===== config.mk =====
export PLATFORM = sky130hd
export DESIGN_NAME = one_or_two_stats
export DESIGN_NICKNAME = d
export VERILOG_FILES = /design/src/rtl/one_or_two_stats.sv
export SDC_FILE = /design/constraint.sdc
export NUM_CORES = 1
export LEC_CHECK = 0
export ABC_AREA = 1
export CORE_ASPECT_RATIO = 0.7
export CORE_UTILIZATION = 52
export DETAILED_ROUTE_END_ITERATION = 8
export PLACE_DENSITY = 0.76
export REMOVE_ABC_BUFFERS = 1
export SLEW_MARGIN = 30
export SYNTH_ARGS = -nofsm -noshare
export SYNTH_HDL_FRONTEND = slang
export SYNTH_SLANG_ARGS = --single-unit
export TNS_END_PERCENT = 50

===== constraint.sdc =====
create_clock -name clk -period 3.95 [get_ports clk]
set_clock_uncertainty 0.1 [all_clocks]
set_input_delay 0.79 -clock clk [delete_from_list [all_inputs] [get_ports clk]]
set_output_delay 0.79 -clock clk [all_outputs]
set_load 0.01 [all_outputs]

===== src/rtl/one_or_two_stats.sv =====
// Windowed class statistics for the one/two-hot classifier: counts each sample class over WINDOW valid
// samples and offers the result as a single-slot valid/ready report. Optional drop counter: ONE_OR_TWO_STATS_DROP_CNT_EN.
module one_or_two_stats #(
    parameter int W_CNT  = 16,
    parameter int WINDOW = 256
) (
    input  logic             clk,
    input  logic             rst,
    input  logic             in_vld,
    input  logic             in_set_0,
    input  logic             in_set_1,
    input  logic             in_set_more_than_1,
    input  logic             clr,
    output logic             rpt_vld,
    input  logic             rpt_rdy,
    output logic [W_CNT-1:0] rpt_cnt_0,
    output logic [W_CNT-1:0] rpt_cnt_1,
    output logic [W_CNT-1:0] rpt_cnt_more,
    output logic             rpt_err,
    output logic             ovf_r
`ifdef ONE_OR_TWO_STATS_DROP_CNT_EN
    ,
    output logic [W_CNT-1:0] drop_cnt
`endif
);

    generate
        if (WINDOW < 1 || WINDOW >= 2**W_CNT) begin : g_bad_window
            $error("one_or_two_stats: WINDOW must satisfy 1 <= WINDOW < 2**W_CNT");
        end
    endgenerate

    typedef enum logic {SLOT_EMPTY, SLOT_FULL} slot_t;

    logic [W_CNT-1:0] r_win_cnt;
    logic [W_CNT-1:0] r_acc_0;
    logic [W_CNT-1:0] r_acc_1;
    logic [W_CNT-1:0] r_acc_more;
    logic             r_err_acc;
    slot_t            r_slot;
    logic [W_CNT-1:0] r_rpt_cnt_0;
    logic [W_CNT-1:0] r_rpt_cnt_1;
    logic [W_CNT-1:0] r_rpt_cnt_more;
    logic             r_rpt_err;
    logic             r_ovf;

    logic             w_sample;
    logic             w_onehot;
    logic             w_done;
    logic             w_drain;
    logic             w_load;
    logic             w_drop;
    logic [W_CNT-1:0] w_cnt_0_next;
    logic [W_CNT-1:0] w_cnt_1_next;
    logic [W_CNT-1:0] w_cnt_more_next;
    logic             w_err_next;

    always_comb begin
        w_sample        = in_vld & ~clr;
        // Exactly one of three flags: odd parity excluding the all-three case.
        w_onehot        = (in_set_0 ^ in_set_1 ^ in_set_more_than_1)
                          & ~(in_set_0 & in_set_1 & in_set_more_than_1);
        w_done          = w_sample & (r_win_cnt == W_CNT'(WINDOW - 1));
        w_drain         = (r_slot == SLOT_FULL) & rpt_rdy;
        w_load          = w_done & ((r_slot == SLOT_EMPTY) | w_drain);
        w_drop          = w_done & (r_slot == SLOT_FULL) & ~rpt_rdy;
        w_cnt_0_next    = r_acc_0    + W_CNT'(w_sample & w_onehot & in_set_0);
        w_cnt_1_next    = r_acc_1    + W_CNT'(w_sample & w_onehot & in_set_1);
        w_cnt_more_next = r_acc_more + W_CNT'(w_sample & w_onehot & in_set_more_than_1);
        w_err_next      = r_err_acc | (w_sample & ~w_onehot);
    end

    always_ff @(posedge clk or posedge rst) begin
        if (rst) begin
            r_win_cnt  <= '0;
            r_acc_0    <= '0;
            r_acc_1    <= '0;
            r_acc_more <= '0;
            r_err_acc  <= 1'b0;
        end else if (clr || w_done) begin
            // The completing sample lives only in the report; the next window starts empty.
            r_win_cnt  <= '0;
            r_acc_0    <= '0;
            r_acc_1    <= '0;
            r_acc_more <= '0;
            r_err_acc  <= 1'b0;
        end else if (w_sample) begin
            r_win_cnt  <= r_win_cnt + 1'b1;
            r_acc_0    <= w_cnt_0_next;
            r_acc_1    <= w_cnt_1_next;
            r_acc_more <= w_cnt_more_next;
            r_err_acc  <= w_err_next;
        end
    end

    always_ff @(posedge clk or posedge rst) begin
        if (rst) begin
            r_slot         <= SLOT_EMPTY;
            r_rpt_cnt_0    <= '0;
            r_rpt_cnt_1    <= '0;
            r_rpt_cnt_more <= '0;
            r_rpt_err      <= 1'b0;
        end else begin
            case (r_slot)
                SLOT_EMPTY: if (w_load) r_slot <= SLOT_FULL;
                SLOT_FULL:  if (w_drain && !w_load) r_slot <= SLOT_EMPTY;
                default:    r_slot <= SLOT_EMPTY;
            endcase
            if (w_load) begin
                r_rpt_cnt_0    <= w_cnt_0_next;
                r_rpt_cnt_1    <= w_cnt_1_next;
                r_rpt_cnt_more <= w_cnt_more_next;
                r_rpt_err      <= w_err_next;
            end
        end
    end

    always_ff @(posedge clk or posedge rst) begin
        if (rst)         r_ovf <= 1'b0;
        else if (clr)    r_ovf <= 1'b0;
        else if (w_drop) r_ovf <= 1'b1;
    end

`ifdef ONE_OR_TWO_STATS_DROP_CNT_EN
    logic [W_CNT-1:0] r_drop_cnt;

    always_ff @(posedge clk or posedge rst) begin
        if (rst)                               r_drop_cnt <= '0;
        else if (clr)                          r_drop_cnt <= '0;
        else if (w_drop && r_drop_cnt != '1)   r_drop_cnt <= r_drop_cnt + 1'b1;
    end

    assign drop_cnt = r_drop_cnt;
`endif

    assign rpt_vld      = (r_slot == SLOT_FULL);
    assign rpt_cnt_0    = r_rpt_cnt_0;
    assign rpt_cnt_1    = r_rpt_cnt_1;
    assign rpt_cnt_more = r_rpt_cnt_more;
    assign rpt_err      = r_rpt_err;
    assign ovf_r        = r_ovf;

endmodule


Word-level counts from Yosys, hierarchy flattened. Index checks and enable logic that the tools add are counted.

Reduce and logical (&&, ||, !) cells: 5. Add/subtract/negate cells: 4. Multiplexer cells: 15. Bitwise logic cells: 23. Equality and inequality tests: 1.

Operators with widths (count): $mux W16 (8); $add A16 B16 Y16 (2); $and A16 B1 Y16 (2); $add A16 B1 Y16 (1); $add A16 B1 Y16 const B (1); $eq A16 B8 Y1 const B (1); $and A1 B1 Y1 (12); $mux W1 (6); $not A1 Y1 (5); $reduce_bool A2 Y1 (2); $or A1 B1 Y1 (2); $pmux W1 S2 (1); $xor A1 B1 Y1 (2); $logic_and A1 B1 Y1 (1); $logic_not A1 Y1 (1); $logic_or A1 B1 Y1 (1).

Input bits: 8. Output and inout port bits: 51. Register bits: 116.

Longest topological paths before layout. Gate-level depths: netlist (run 1).

Word-level depth: 9. Mapped depth: 16. Mapped depth without buffers: 16.

Least setup slack after synthesis (run 1). OpenSTA, ideal clock, no wires.

Path type: in2reg. Start point: in in_set_0. End point: reg r_acc_0[14]. Setup slack: 1.389 ns. Data arrival time: 2.345 ns. Buffers on the path: 0. Stages on the path: 15. Cell sequence: ha_1 > inv_1 > nand2_1 > nand2_1 > nand2_1 > nor2_1 > ha_1 > ha_1 > nand3_1 > nor2_1 > nand2_1 > nand2_1 > nand2_1 > nand2_1 > nand2_1.

Cells in the longest elaborated chain, start to end: 9.

Ends and longest elaborated chain: start, declared (RTL line 10) `input logic in_set_0,`; $and A1 B1 Y1 (2 in series) (RTL line 62) `& ~(in_set_0 & in_set_1 & in_set_more_than_1);`; $not A1 Y1 (RTL line 62); $and A1 B1 Y1 (RTL line 62); $and A1 B1 Y1 (RTL line 67) `w_cnt_0_next = r_acc_0 + W_CNT'(w_sample & w_onehot & in_set_0);`; $and A16 B1 Y16 * (RTL line 67); $add A16 B16 Y16 * (RTL line 67); $mux W16 * (RTL line 87) `end else if (w_sample) begin`; $mux W16 * (RTL line 80) `end else if (clr || w_done) begin`; end signal, assigned (RTL line 89) `r_acc_0 <= w_cnt_0_next;`; end, declared (RTL line 36) `logic [W_CNT-1:0] r_acc_0;`.

Every way passes the cells marked *; elsewhere a longest branch is shown, timed or not. The select of a mux whose other input is x is not followed. A chain may end at the register's enable or synchronous reset.

Worst setup path after layout (run 1).
Start point: in in_vld. End point: reg r_acc_more[8].

Cells in the longest elaborated chain, start to end: 6.

Ends and longest elaborated chain: start, declared (RTL line 9) `input logic in_vld,`; $and A1 B1 Y1 * (RTL line 59) `w_sample = in_vld & ~clr;`; $and A1 B1 Y1 (2 in series) (RTL line 69) `w_cnt_more_next = r_acc_more + W_CNT'(w_sample & w_onehot & in_set_more_than_1);`; $add A16 B1 Y16 (RTL line 69); $mux W16 (RTL line 87); $mux W16 (RTL line 80); end signal, assigned (RTL line 91) `r_acc_more <= w_cnt_more_next;`; end, declared (RTL line 38) `logic [W_CNT-1:0] r_acc_more;`.

Marks and branches as above.

==> results of run 1 <==
## path summary, 6_finish.rpt
kind,start,end,slack [ns]
max,in_vld,r_acc_more[8],0.97
min,rpt_cnt_more[13],rpt_cnt_more[13],0.38
max reg2reg,r_win_cnt[0],r_acc_more[10],1.87
min reg2reg,rpt_cnt_more[13],rpt_cnt_more[13],0.38
max in group asynchronous,rst,r_acc_1[11],2.24
min in group asynchronous,rst,rpt_cnt_more[13],0.74
## cells in the mapped netlist, drive strengths merged
master,count,share of area (%)
a21oi,3,0.42
nor3,3,0.32
xor2,15,2.1
nand3,24,2.1
xnor2,10,1.4
and2,2,0.20
ha,10,2.0
or2,1,0.10
nand4,13,1.6
nand2,350,22
inv,72,4.4
o21bai,1,0.12
clkbuf,5,0.30
o21ai,60,6.2
dfrtp,116,47
nor2,86,6.5
buf,17,2.7
nand3b,3,0.36
## stage by stage
step                      cell area (um2)  instances  TNS (ns)  hold WS, ns
after floorplan                      6020        769     -1.44        0.364
after global placement               6850        984         0        0.362
after detailed placement             6850        984         0        0.364
after CTS                            7520       1016         0        0.380
after global routing                 7520       1016         0        0.387
final                                7520       1016         0        0.376
## kinds of logic after synthesis
kind of cell               share of synthesized area, %
adders and majority gates                          2.02
AOI/OAI and AO/OA                                  6.78
and+or+nand+nor                                    33.6
DFF                                                46.8
buffers and inverters                              7.34
xor gates and xnor gates                           3.53
## cells in the final DEF, fill, tap and decap left out, types with 3 or more instances in the layout
cell	netlist	layout
bufinv_16	0	4
clkinv_2	0	3
nand4_1	12	12
xnor2_1	10	10
clkbuf_8	0	7
nand2_2	25	25
inv_1	70	69
o21ai_1	21	21
o21ai_2	23	23
nor2_8	4	4
nand2_1	323	323
xor2_1	15	15
nand3_1	23	23
dfrtp_1	116	116
clkdlybuf4s50_1	0	58
nor2_1	79	78
o21ai_0	16	16
ha_1	10	10
nand3b_1	3	3
nor2_2	2	3
clkbuf_16	0	17
## critical path, delay by kind of cell
kind | cells | cell delay (ns)
buf+inv | 4 | 1.00
fa+ha+maj | 2 | 0.54
simple gates | 4 | 0.50
compound gates | 1 | 0.10
xor+xnor | 1 | 0.23
## power by group through the flow
stage          sequential [mW]  clock [mW]  combinational (mW)
2_1_floorplan             1.22           0              0.0484
3_3_place_gp              1.22           0              0.0802
3_5_place_dp              1.22           0              0.0824
4_1_cts                   1.19        1.73              0.0822
5_1_grt                   1.19        1.79              0.0916
6_report                  1.20        1.71              0.0794
## routing by layer
layer	vias up	share of wire, %	GRT usage [%]
met1	2463	46	32.0
met5	-	0	0
li1	2575	-	-
met4	0	1.4	7.85
met2	158	47	38.5
met3	24	5.0	6.34
## registers in the layout, indices dropped and copies added (netlist names)
| register | count |
|---|---|
| r_acc_more | 16 |
| rpt_cnt_1 | 16 |
| rpt_cnt_0 | 16 |
| r_acc_1 | 16 |
| rpt_err | 1 |
| rpt_vld | 1 |
| r_acc_0 | 16 |
| r_win_cnt | 16 |
| ovf_r | 1 |
| r_err_acc | 1 |
| rpt_cnt_more | 16 |
## final cells by class
| type | count | area [um2] |
|---|---|---|
| clock buffers | 24 | 522 |
| clock inverters | 8 | 143 |
| fillers | 887 | 3810 |
| inverters | 72 | 273 |
| multi-input cells | 581 | 2850 |
| flip-flops and latches | 116 | 2900 |
| well taps | 153 | 191 |
| repair buffers | 62 | 636 |
==> summary.md, run 1 <==
| Metric | Value |
|---|---|
| Status | `complete, no violations` |
| Worst VDD drop | `0.000361 V` |
| Depth of the most critical reg-to-reg path | `6` |
| Final wirelength | `13600 um` |
| Pre-antenna DRT Iters | `7` |
| Post-DR wirelength/cell | `13.3 um` |
| Hold Crit Class | `flip-flop to flip-flop` |
| Routability congestion estimate | `0.925` |
| Port bufs | `58` |
| Mapped Area | `6200 um2` |
| NumNets Final | `868` |
| Hold path depth | `2` |
| Vias in the first global route | `5020` |
| Critical-path maximum fanout | `7` |
| HPWL Detailed | `8980 um` |
| Crit path launch type | `primary input` |
| Initial antenna violation count | `0` |
| Gr usage total | `24.1%` |
| Clock power frac | `57.3%` |
| Final core occ | `66.3%` |
| P_sw | `603 uW` |
| Postcts setup bufs | `0` |
| Final setup vio count | `0` |
| Slew margin rel. | `43.8%` |
| WS Path Type | `primary input to flip-flop` |
| Iter 0 DRT Violations | `486` |
| Worst Path Arrival | `3.18 ns` |
| Core Rows | `32` |
| Combinational power share | `2.7%` |
| Unrepaired setup endpoints after global routing | `false` |
| WP data required | `4.14 ns` |
| First-pass GRT wire length | `23500 um` |
| Final WS setup | `0.968 ns` |
| Via count | `5220` |
| Synth Register Bits | `116` |
| Initial Util | `54.8%` |
| Kind of end point of the critical path | `flip-flop` |
| Area Overhead vs Synth | `21.1%` |
| Fin crit share | `75.5%` |
| CTS tree | `yes` |
| Final Hold Vio Count | `0` |
| Die width | `133 um` |
| Die height | `93.4 um` |
| Die area | `12400 um2` |
| Max_cap viols | `0` |
| Register share of total power | `40.0%` |
| Largest net degree at the start of global routing | `67` |
| Worst-Skew Late Latency | `0.41 ns` |
| Clk buf depth | `2` |
| Leak | `3.61 nW` |
| Post-CTS Hold Buffers | `0` |
| Synthesized area per cell | `7.84 um2` |
| Antenna Nets Post-Route | `0` |
| CTS resizes | `0` |
| Sequential fraction of the synthesis area | `46.8%` |
| Vias per inst | `5.14` |
| Critical path's slowest cell | `clkdlybuf4s50_1` |
| Drt drc | `0` |
| Core ar. | `11300 um2` |
| H-tree depth | `4` |
| GRT overflow | `0` |
| I/O Pins | `59` |
| Pre-CTS WS | `0.578 ns` |
| Critical Path, Cell by Cell | `clkdlybuf4s50_1 > inv_2 > nor2_8 > inv_1 > nor2_1 > ha_1 > ha_1 > nand3_1 > inv_1 > nand2_1 > xor2_1 > o21ai_1` |
| Post-route minimum period | `2.98 ns` |
| Num CTS Buffers | `17` |
| Syn Inst Count | `791` |
| Final Max Tran Viols | `0` |
| Ant. Diodes | `0` |
| Power Density | `397 nW/um2` |
| Worst-Margin Slew | `0.841 ns` |
| Syn. warnings | `0` |
| Root Driver | `clkbuf_16` |
| Overall Power | `2.99 mW` |
| Total clock sinks | `116` |
| Fmax | `335 MHz` |
| Worst path max stage delay | `0.66 ns` |
| Switching share of power | `20.2%` |
| Internal power | `2.38 mW` |
| Share of layout cells above drive strength 1 | `11.8%` |
| Post-synth cell types | `32` |
| Clk slew on worst S/H paths | `0.05 ns` |
(Power assumes the default switching activity.)
==> run 2: changes to the inputs <==
- clock period: 3.95 -> 2.5 ns (I/O delays scaled with it)
==> run 2 against run 1 <==
  * Die area unchanged
  * First-iteration DRC count decreased by 17%
  * Global-route usage increased by 0.77 points
  * Critical path type unchanged
  * Largest cell class is now multi-input combinational cells
  * Highest routed layer unchanged
==> summary.md, run 2 (synthesis results as in run 1) <==
| Metric | Value |
|---|---|
| Status | `complete, no violations` |
| WS Path Type | `primary input to flip-flop` |
| Post-CTS Hold Buffers | `0` |
| Area Overhead vs Synth | `24.6%` |
| WP data required | `2.73 ns` |
| Leak | `3.70 nW` |
| Power Density | `582 nW/um2` |
| Final wirelength | `14400 um` |
| I/O Pins | `59` |
| Crit path launch type | `primary input` |
| Final Hold Vio Count | `0` |
| Max_cap viols | `0` |
| R2r setup slk | `0.50 ns` |
| Most common cell after layout, fill and taps aside | `nand2_1` |
| Commonest non-fill, non-tap cells in the layout | `nand2_1, dfrtp_1, nor2_1` |
| Core ar. | `11300 um2` |
| Vias in the first global route | `4957` |
| Initial antenna violation count | `0` |
| Port bufs | `58` |
| Hold Crit Class | `flip-flop to flip-flop` |
| Post-route minimum period | `2.32 ns` |
| Share of layout cells above drive strength 1 | `16.0%` |
| Overall Power | `4.50 mW` |
| Largest net degree at the start of global routing | `62` |
| Routability congestion estimate | `0.882` |
| Pre-antenna DRT Iters | `5` |
| Ant. Diodes | `0` |
| Worst-Margin Slew | `0.506 ns` |
| Final Max Tran Viols | `0` |
| Via count | `5364` |
| GRT overflow | `0` |
| Num CTS Buffers | `17` |
| Worst-Skew Late Latency | `0.42 ns` |
| Core Rows | `32` |
| NumNets Final | `890` |
| First-pass GRT wire length | `23800 um` |
| Worst VDD drop | `0.000560 V` |
| Fmax | `432 MHz` |
| Initial Util | `54.8%` |
| Worst Path Arrival | `2.55 ns` |
| # fillers | `909` |
| Final core occ | `68.2%` |
| Final setup vio count | `0` |
| Vias per inst | `5.17` |
| Gr usage total | `24.8%` |
| Kind of end point of the critical path | `flip-flop` |
| Clk slew on worst S/H paths | `0.05 ns` |
| Die height | `93.4 um` |
| Root Driver | `clkbuf_16` |
| Fin crit share | `92.7%` |
| CTS tree | `yes` |
| Total clock sinks | `116` |
| Die width | `133 um` |
| Die area | `12400 um2` |
| Drt drc | `0` |
| Unrepaired setup endpoints after global routing | `false` |
| HPWL Detailed | `9720 um` |
| Iter 0 DRT Violations | `402` |
| Slew margin rel. | `66.3%` |
| Critical-path maximum fanout | `4` |
| H-tree depth | `4` |
| Antenna Nets Post-Route | `0` |
| Clk buf depth | `2` |
| Post-DR wirelength/cell | `13.9 um` |
| Postcts setup bufs | `0` |
## run 2: cell types whose count changed in the layout (fill, tap and decap cells not counted), moves of 3 or more
cell	change
buf_4	+20
o21ai_0	-5
o21ai_1	+5
nor2_1	-7
nor2_2	+4
nor2_4	+3
## run 2: critical path, cell delays in order
cell	delay (ns)
dlygate4sd2_1	0.28
ha_1	0.32
inv_1	0.06
nand2_1	0.07
nand2_1	0.08
nand2_2	0.09
nor2_4	0.13
ha_1	0.16
ha_2	0.20
nand3_4	0.12
buf_4	0.16
xnor2_1	0.12
inv_1	0.08
o21ai_0	0.16
## run 2: layer usage
metal	part of all wire, %	up-vias	global-route usage [%]
li1	-	2608	-
met1	48	2568	33.5
met2	46	165	38.6
met3	4.8	23	6.29
met4	1.7	0	9.87
met5	0	-	0
## run 2: stage by stage
stage          setup TNS, ns  setup slack, ns  cell area (um2)  hold slack, ns  std cells
6_report                   0            0.183             7730           0.374       1037
5_1_grt                    0           0.0852             7730           0.396       1037
2_1_floorplan        -136.05            -1.17             6020           0.364        769
3_5_place_dp          -28.68           -0.521             7040           0.364       1006
3_3_place_gp          -21.42           -0.378             7040           0.361       1006
4_1_cts                    0           0.0204             7670           0.378       1037
## run 2: layout make-up
type                    instances  area, um2  share of cell area [%]
multi-input cells             581       2930                    37.9
repair buffers                 84        827                    10.7
clock inverters                 8       97.6                    1.26
clock buffers                  23        508                    6.57
flip-flops and latches        116       2900                    37.5
inverters                      72        273                    3.53
well taps                     153        191                    2.48
## run 2: path summary, 6_finish.rpt
| path | endpoint | startpoint | cells past startpoint |
|---|---|---|---|
| max | r_acc_0[4] | in_set_1 | 14 |
| min | rpt_cnt_0[7] | rpt_cnt_0[7] | 2 |
| max reg2reg | r_acc_0[4] | r_win_cnt[0] | 6 |
| min reg2reg | rpt_cnt_0[7] | rpt_cnt_0[7] | 2 |
| max in group asynchronous | r_acc_0[7] | rst | 3 |
| min in group asynchronous | rpt_cnt_more[14] | rst | 2 |
## run 2: repair_timing
action,4_1_cts,5_1_grt
resized for setup,7,22
setup endpoints to repair,18,49
pin swaps,1,2
## run 2: power breakdown
| group | switching, mW | leakage (nW) | total (mW) | internal, mW |
|---|---|---|---|---|
| logic | 0.105 | 1.79 | 0.147 | 0.0426 |
| registers | 0.00411 | 1.62 | 1.89 | 1.88 |
| clock network | 0.849 | 0.293 | 2.46 | 1.61 |
==> run 3: changes to the inputs <==
- CORE_UTILIZATION: 52 -> 54
- CTS_BUF_LIST: default -> sky130_fd_sc_hd__clkbuf_8
- PLACE_DENSITY: 0.76 -> 0.79
==> run 3 against run 2 <==
  * Utilization grew 0.59 points
  * Fmax decreased by 3.1%
  * Critical endpoint is now rpt_cnt_more[9]
  * Non-clock buffer count stayed put
  * Die area fell by 3.6%
  * Flip-flop and latch count unchanged
  * Total power is 9.5% lower
  * Critical path depth decreased by 1
  * Register-to-register slack worse by 0.06 ns
  * Worst hold slack got worse by 0.026 ns
==> summary.md, run 3 (synthesis results as in run 1) <==
| Metric | Value |
|---|---|
| Status | `complete, no violations` |
| Met3 Use GR | `6.53%` |
| Final setup vio count | `0` |
| Fin Setup TNS | `0 ns` |
| Final Max Tran Viols | `0` |
| NumNets Final | `890` |
| Sum of buffers and inverters on the critical path | `3` |
| Largest net degree at the start of global routing | `73` |
| Max_cap viols | `0` |
| GR Util met1 | `35.2%` |
| Area of the multi-input gates | `2970 um2` |
| Power Density | `534 nW/um2` |
| Vias in the first global route | `5156` |
| Kind of end point of the critical path | `flip-flop` |
| H-tree depth | `4` |
| CTS tree | `yes` |
| Cell repeated most along the worst path | `nand2_1` |
| Post-route minimum period | `2.39 ns` |
| Slew margin rel. | `43.9%` |
| Share of layout cells above drive strength 1 | `16.4%` |
| Area Overhead vs Synth | `23.0%` |
| Fin crit share | `95.6%` |
| DP Area | `7010 um2` |
| Num CTS Buffers | `17` |
| HPWL Detailed | `9230 um` |
| Post-DR wirelength/cell | `13.8 um` |
| Register Area | `2900 um2` |
| Die width | `130 um` |
| Critical Path, Cell by Cell | `clkdlybuf4s50_1 > ha_1 > inv_1 > nand2_2 > nor2_1 > ha_2 > inv_1 > nor2_1 > nand2_1 > o21ai_0 > nand2_1 > nand2_1 > nand2_1` |
| Commonest non-fill, non-tap cells in the layout | `nand2_1, dfrtp_1, nor2_1` |
| Vias per inst | `5.06` |
| Worst-Margin Slew | `0.840 ns` |
| Worst Path Arrival | `2.63 ns` |
| Met2 Use GR | `40.8%` |
| Crit path launch type | `primary input` |
| Critical-path maximum fanout | `6` |
| Worst path max stage delay | `0.48 ns` |
| Routability congestion estimate | `0.882` |
| Initial Util | `55.9%` |
| Fmax | `418 MHz` |
| Die height | `91.7 um` |
| # fillers | `875` |
| Most common cell after layout, fill and taps aside | `nand2_1` |
| Total clock sinks | `116` |
| Ant. Diodes | `0` |
| Core Rows | `32` |
| Worst-Skew Late Latency | `0.45 ns` |
| Crit path max-delay family | `simple AND/OR/NAND/NOR gates` |
| Top Usage Layer GRT | `met2` |
| Unrepaired setup endpoints after global routing | `true` |
| Die area | `11900 um2` |
| I/O Pins | `59` |
| Pre-antenna DRT Iters | `5` |
| Clk slew on worst S/H paths | `0.07 ns` |
| Drt drc | `0` |
| WP data required | `2.74 ns` |
| First-pass GRT wire length | `24100 um` |
| Antenna Nets Post-Route | `0` |
| Worst VDD drop | `0.000362 V` |
| Final instance area | `7630 um2` |
| Leak | `3.65 nW` |
| Final wirelength | `14300 um` |
| Iter 0 DRT Violations | `501` |
| WS Path Type | `primary input to flip-flop` |
| Port bufs | `58` |
| Hold Crit Class | `primary input to async pin` |
| Core ar. | `11100 um2` |
| Via count | `5252` |
| Critical path's slowest cell | `clkdlybuf4s50_1` |
| Post-CTS Hold Buffers | `0` |
| Final Hold Vio Count | `0` |
| GRT overflow | `0` |
| Clk buf depth | `2` |
| Root Driver | `clkbuf_8` |
| Gr usage total | `26.2%` |
| Initial antenna violation count | `0` |
## run 3: final cells by class
type | count | area share (%)
multi-input cells | 581 | 38.9
inverters | 72 | 3.57
repair buffers | 84 | 10.9
clock buffers | 21 | 3.79
flip-flops and latches | 116 | 38.0
well taps | 153 | 2.51
clock inverters | 10 | 2.33
## run 3: repair_timing
item,in CTS,in global routing
pin swaps,0,12
gates resized for setup,4,31
endpoints found under the hold margin,0,0
endpoints found under the setup margin,2,53
buffers inserted,0,4
## run 3: layer usage
layer,wire [um],vias up,part of all wire [%]
li1,-,2596,-
met1,6590,2479,46
met2,6680,158,47
met3,782,19,5.5
met4,211,0,1.5
met5,0,-,0
## run 3: path summary, 6_finish.rpt
kind | start | endpoint | slack, ns | depth (start not counted)
max | in_set_0 | rpt_cnt_more[9] | 0.11 | 13
min | rst | rpt_cnt_0[7] | 0.35 | 2
max reg2reg | r_win_cnt[0] | r_acc_1[10] | 0.44 | 6
min reg2reg | rpt_cnt_more[9] | rpt_cnt_more[9] | 0.38 | 2
max in group asynchronous | rst | rpt_cnt_0[9] | 1.33 | 3
min in group clk | rpt_cnt_more[9] | rpt_cnt_more[9] | 0.38 | 2
## run 3: where the power goes
group	total [mW]	switching (mW)	internal (mW)	leakage, nW
Sequential	1.89	0.00412	1.88	1.62
Clock	2.04	0.759	1.28	0.243
Combinational	0.146	0.103	0.0432	1.79
Total	4.07	0.866	3.21	3.65
## run 3: through the flow
| stage | worst slack, ns | std cells | hold slack (ns) | utilization (%) | power (mW) |
|---|---|---|---|---|---|
| final | 0.110 | 1037 | 0.349 | 68.8 | 4.07 |
| after global placement | -0.398 | 1002 | 0.363 | 63.2 | 2.06 |
| after CTS | 0.0343 | 1033 | 0.356 | 67.5 | 4.10 |
| after detailed placement | -0.455 | 1002 | 0.365 | 63.2 | 2.07 |
| after floorplan | -1.17 | 769 | 0.364 | - | 2.00 |
| after global routing | -0.0126 | 1037 | 0.392 | 68.8 | 4.21 |
==> edit 1: new RTL, settings of run 1 <==
Change the parameter `W_CNT` from 16 to 15.
--- a/src/rtl/one_or_two_stats.sv
+++ b/src/rtl/one_or_two_stats.sv
@@ -3,3 +3,3 @@
 module one_or_two_stats #(
-    parameter int W_CNT  = 16,
+    parameter int W_CNT  = 15,
     parameter int WINDOW = 256
Interface: changed (resized rpt_cnt_0, rpt_cnt_1 and rpt_cnt_more); port bits go from 59 to 56. No check against the original RTL was run, so the function may have changed too.
==> edit 1 against run 1 <==
First-iteration DRC count shrank 41%; routed wire length shrank 8.0%; sequential cell count shrank 7; core utilization shrank 3.1 points; fmax shrank 4.3%; setup slack lost 130 ps; final cell count shrank 6.2%; die area shrank 8.3%; cell area shrank 12%; synthesized area shrank 8.4%; power shrank 27%; largest cell class unchanged.
==> edit 1: results (changes against run 1) <==
finish:
  multi_input_area_share: 0.394  # +0.0145
  inverters: 54  # -25%
  buf_share: 0.0907  # +0.00617
  multi_input_gates: 583  # +0.34%
  drive_above_1_share: 0.0512  # -0.0670
  nets: 833  # -4.0%
  seq_share: 0.412  # +0.0259
  nNonClkBuffers: 60  # -3.2%
  nFillCells: 910  # +2.6%
  clock_area_frac: 0.0476  # -0.0408
  final_core_util: 0.632  # -0.0313
  multi_input_area_um2: 2610  # -8.6%
worst_hold_path:
  holdCritStartpoint: "rpt_cnt_1[6]$_DFFE_PP0P_"
  holdPathEnd: "rpt_cnt_1[6]$_DFFE_PP0P_"
yosys:
  synth_compound_area_frac: 0.0154  # -0.0523
  synth_xor_area_frac: 0.0370  # +0.00171
  yosysSeqAreaShare: 0.480  # +0.0122
  synth_area_per_cell_um2: 7.38  # -5.9%
  ys_ff_latch: 109  # -6.0%
  synth_adder_area_share: 0.0176  # -0.00255
  synth_area_leaders: "dfrtp_1 48%, nand2_1 26%, nor2_1 5.2%"
  synthTopCellsByCount: "388 x nand2_1, 109 x dfrtp_1, 78 x nor2_1, 52 x inv_1, 24 x nand3_1"
  ys_types: 28  # -13%
grt:
  met2_usage: 0.387  # +0.00153
  grt_pass1_vias: 4581  # -8.7%
  use_met3: 0.0473  # -0.0161
  grt_usage: 0.233  # -0.00740
  grt_max_degree: 59  # -12%
  grt_first_pass_wirelength_mm: 21.0  # -11%
setup_path:
  crit_arrival_ps: 3300  # +120 ps
  cpLargestDelayFamily: "adder cells"
  r2r_start: "r_win_cnt[1]$_DFFE_PP0P_"
  crit_end: "rpt_cnt_1[8]$_DFFE_PP0P_"
  crit_start: "in_set_0"
  r2r.worst_path.cells: 7  # +1
  worstPathMaxFanout: 5  # -2
  r2r_slack_ps: 1550  # -320 ps
run_status:
  status: "complete, no violations"
power_and_ir_drop:
  p_leak_nw: 3.35  # -7.3%
  peakVddDrop_uv: 202  # -44%
route:
  wl_met2_mm: 5.69  # -11%
  drtIter0Drc: 286  # -41%
  num_vias: 4894  # -6.2%
  wl_per_cell_um: 13.1  # -1.9%
placement:
  dp.cells: 938  # -4.7%
  place_congestion: 0.894  # -3.3%
  portBuffers: 55  # -5.2%
  dp_hpwl_mm: 8.42  # -6.2%
  place_area_um2: 6300  # -8.0%
sta:
  hold_ws_ps: 381  # +4.87 ps
  slew_headroom: 0.551  # +0.113
clock_network:
  numCtsBuffers: 9  # -8
  clk_latency_ps: 350  # -60 ps
  htreeDepth: 3  # -1
[edit 1: cell types whose count changed after synthesis, sizes merged, moves of 4 or more]
cell,before,now
buf,17,21
dfrtp,116,109
inv,72,54
nand2,350,399
nand4,13,24
nor2,86,82
o21ai,60,12
xnor2,10,14
xor2,15,10
[edit 1: logic make-up (layout without fill, tap and decap cells)]
| group | count (synthesis) | count (layout) |
|---|---|---|
| buffers and inverters | 78 | 129 |
| AND/OR/NAND/NOR | 534 | 534 |
| AO/OA/AOI/OAI | 17 | 17 |
| XOR/XNOR | 24 | 24 |
| adder cells (fa/ha/maj) | 8 | 8 |
| flip-flops | 109 | 109 |
[edit 1: report_power, final]
group	switching (mW)	internal, mW	leakage (nW)	total (mW)
logic	0.0566	0.0186	1.67	0.0752
registers	0.00275	1.12	1.52	1.12
clock network	0.407	0.569	0.152	0.976
total	0.466	1.71	3.35	2.17
==> edit 2: new RTL, flow settings as in run 1 <==
Made on the original files. Compare `r_win_cnt` against `W_CNT'(WINDOW - 1)` with >= in place of ==.
--- a/src/rtl/one_or_two_stats.sv
+++ b/src/rtl/one_or_two_stats.sv
@@ -62,3 +62,3 @@
                           & ~(in_set_0 & in_set_1 & in_set_more_than_1);
-        w_done          = w_sample & (r_win_cnt == W_CNT'(WINDOW - 1));
+        w_done          = w_sample & (r_win_cnt >= W_CNT'(WINDOW - 1));
         w_drain         = (r_slot == SLOT_FULL) & rpt_rdy;
Function: no difference found for any inputs over 10 cycles, from zero or initial values and one cycle with rst high; that may be too few to reach the edited logic, so the function may still have changed.
==> edit 2 against run 1 <==
Core utilization rose by 0.31 points; die area down 8.8%; cell area shrank 7.1%; sequential cell count unchanged; hold slack improved by 0.85 ps; setup slack worse by 37 ps; synthesized cell count is 8.7% lower; clock power rose by 2%; synthesized area decreased by 9.0%; power rose by 3.4%; routed wire length is 5.2% lower; critical endpoint is now r_acc_more[10]$_DFFE_PP0P_.
==> edit 2: results (changes against run 1) <==
route:
  wl_met1_mm: 6.04  # -4.1%
  route.met3.wl_um: 607  # -11%
  post_drt_via_cell_ratio: 5.26  # +2.3%
  firstDrtPassIters: 4  # -3
  drtIter0Drc: 314  # -35%
  wl_per_cell_um: 13.8  # +3.7%
finish:
  nNonClkBuffers: 64  # +3.2%
  drive_above_1_share: 0.0565  # -0.0617
  buf_share: 0.0896  # +0.00507
  nets: 802  # -7.6%
  inverters: 75  # +4.2%
  multi_input_gates: 510  # -12%
  clock_area_frac: 0.0966  # +0.00823
sta:
  tightest_slew_ps: 818  # -23.6 ps
yosys:
  synthTopCellsByCount: "274 x nand2_1, 116 x dfrtp_1, 76 x nor2_1, 72 x inv_1, 43 x o21ai_0"
  ys_types: 25  # -22%
  yosysSeqAreaShare: 0.514  # +0.0460
power_and_ir_drop:
  switching_share: 0.199  # -0.00305
  peakVddDrop_uv: 356  # -1.4%
  p_leak_nw: 3.22  # -11%
placement:
  dp_hpwl_mm: 8.23  # -8.4%
run_status:
  status: "complete, no violations"
grt:
  met2_usage: 0.427  # +0.0423
  grt_max_degree: 58  # -13%
  use_met3: 0.0598  # -0.00357
  grt_usage: 0.256  # +0.0149
worst_hold_path:
  holdPathEnd: "rpt_cnt_0[13]$_DFFE_PP0P_"
setup_path:
  r2r.worst_path.cells: 8  # +2
  cpLargestDelayFamily: "simple AND/OR/NAND/NOR gates"
  crit_end: "r_acc_more[10]$_DFFE_PP0P_"
  max_stage_delay_ps: 420  # -240 ps
  crit_start: "in_set_0"
  r2r-end: "rpt_err$_DFFE_PP0P_"
-- edit 2: changes by cell type after synthesis, moves of 3 or more --
cell,delta
nor2_8,-4
nand4_1,+4
o21ai_2,-23
o21ai_0,+27
nand3b_1,-3
buf_6,-6
nand3_1,+7
o21ai_1,+3
nor2_1,-3
nand2_1,-49
xnor2_1,-8
nand2_2,-24
o22ai_1,+9
-- edit 2: metrics by stage --
step / cell area (µm²) / cells / hold WS (ps) / setup WS (ps) / TNS, ps
6_report: 6980 / 929 / 377 / 932 / 0
2_1_floorplan: 5510 / 701 / 359 / -12.4 / -1440
3_5_place_dp: 6300 / 897 / 365 / 528 / 0
4_1_cts: 6980 / 929 / 380 / 949 / 0
5_1_grt: 6980 / 929 / 407 / 700 / 0
3_3_place_gp: 6300 / 897 / 362 / 644 / 0
-- edit 2: logic make-up after synthesis --
group | synth area share
adders and majority gates | 0.0221
buffers and inverters | 0.0742
and+or+nand+nor | 0.290
xor gates and xnor gates | 0.0295
DFF | 0.514
AOI/OAI and AO/OA | 0.0702
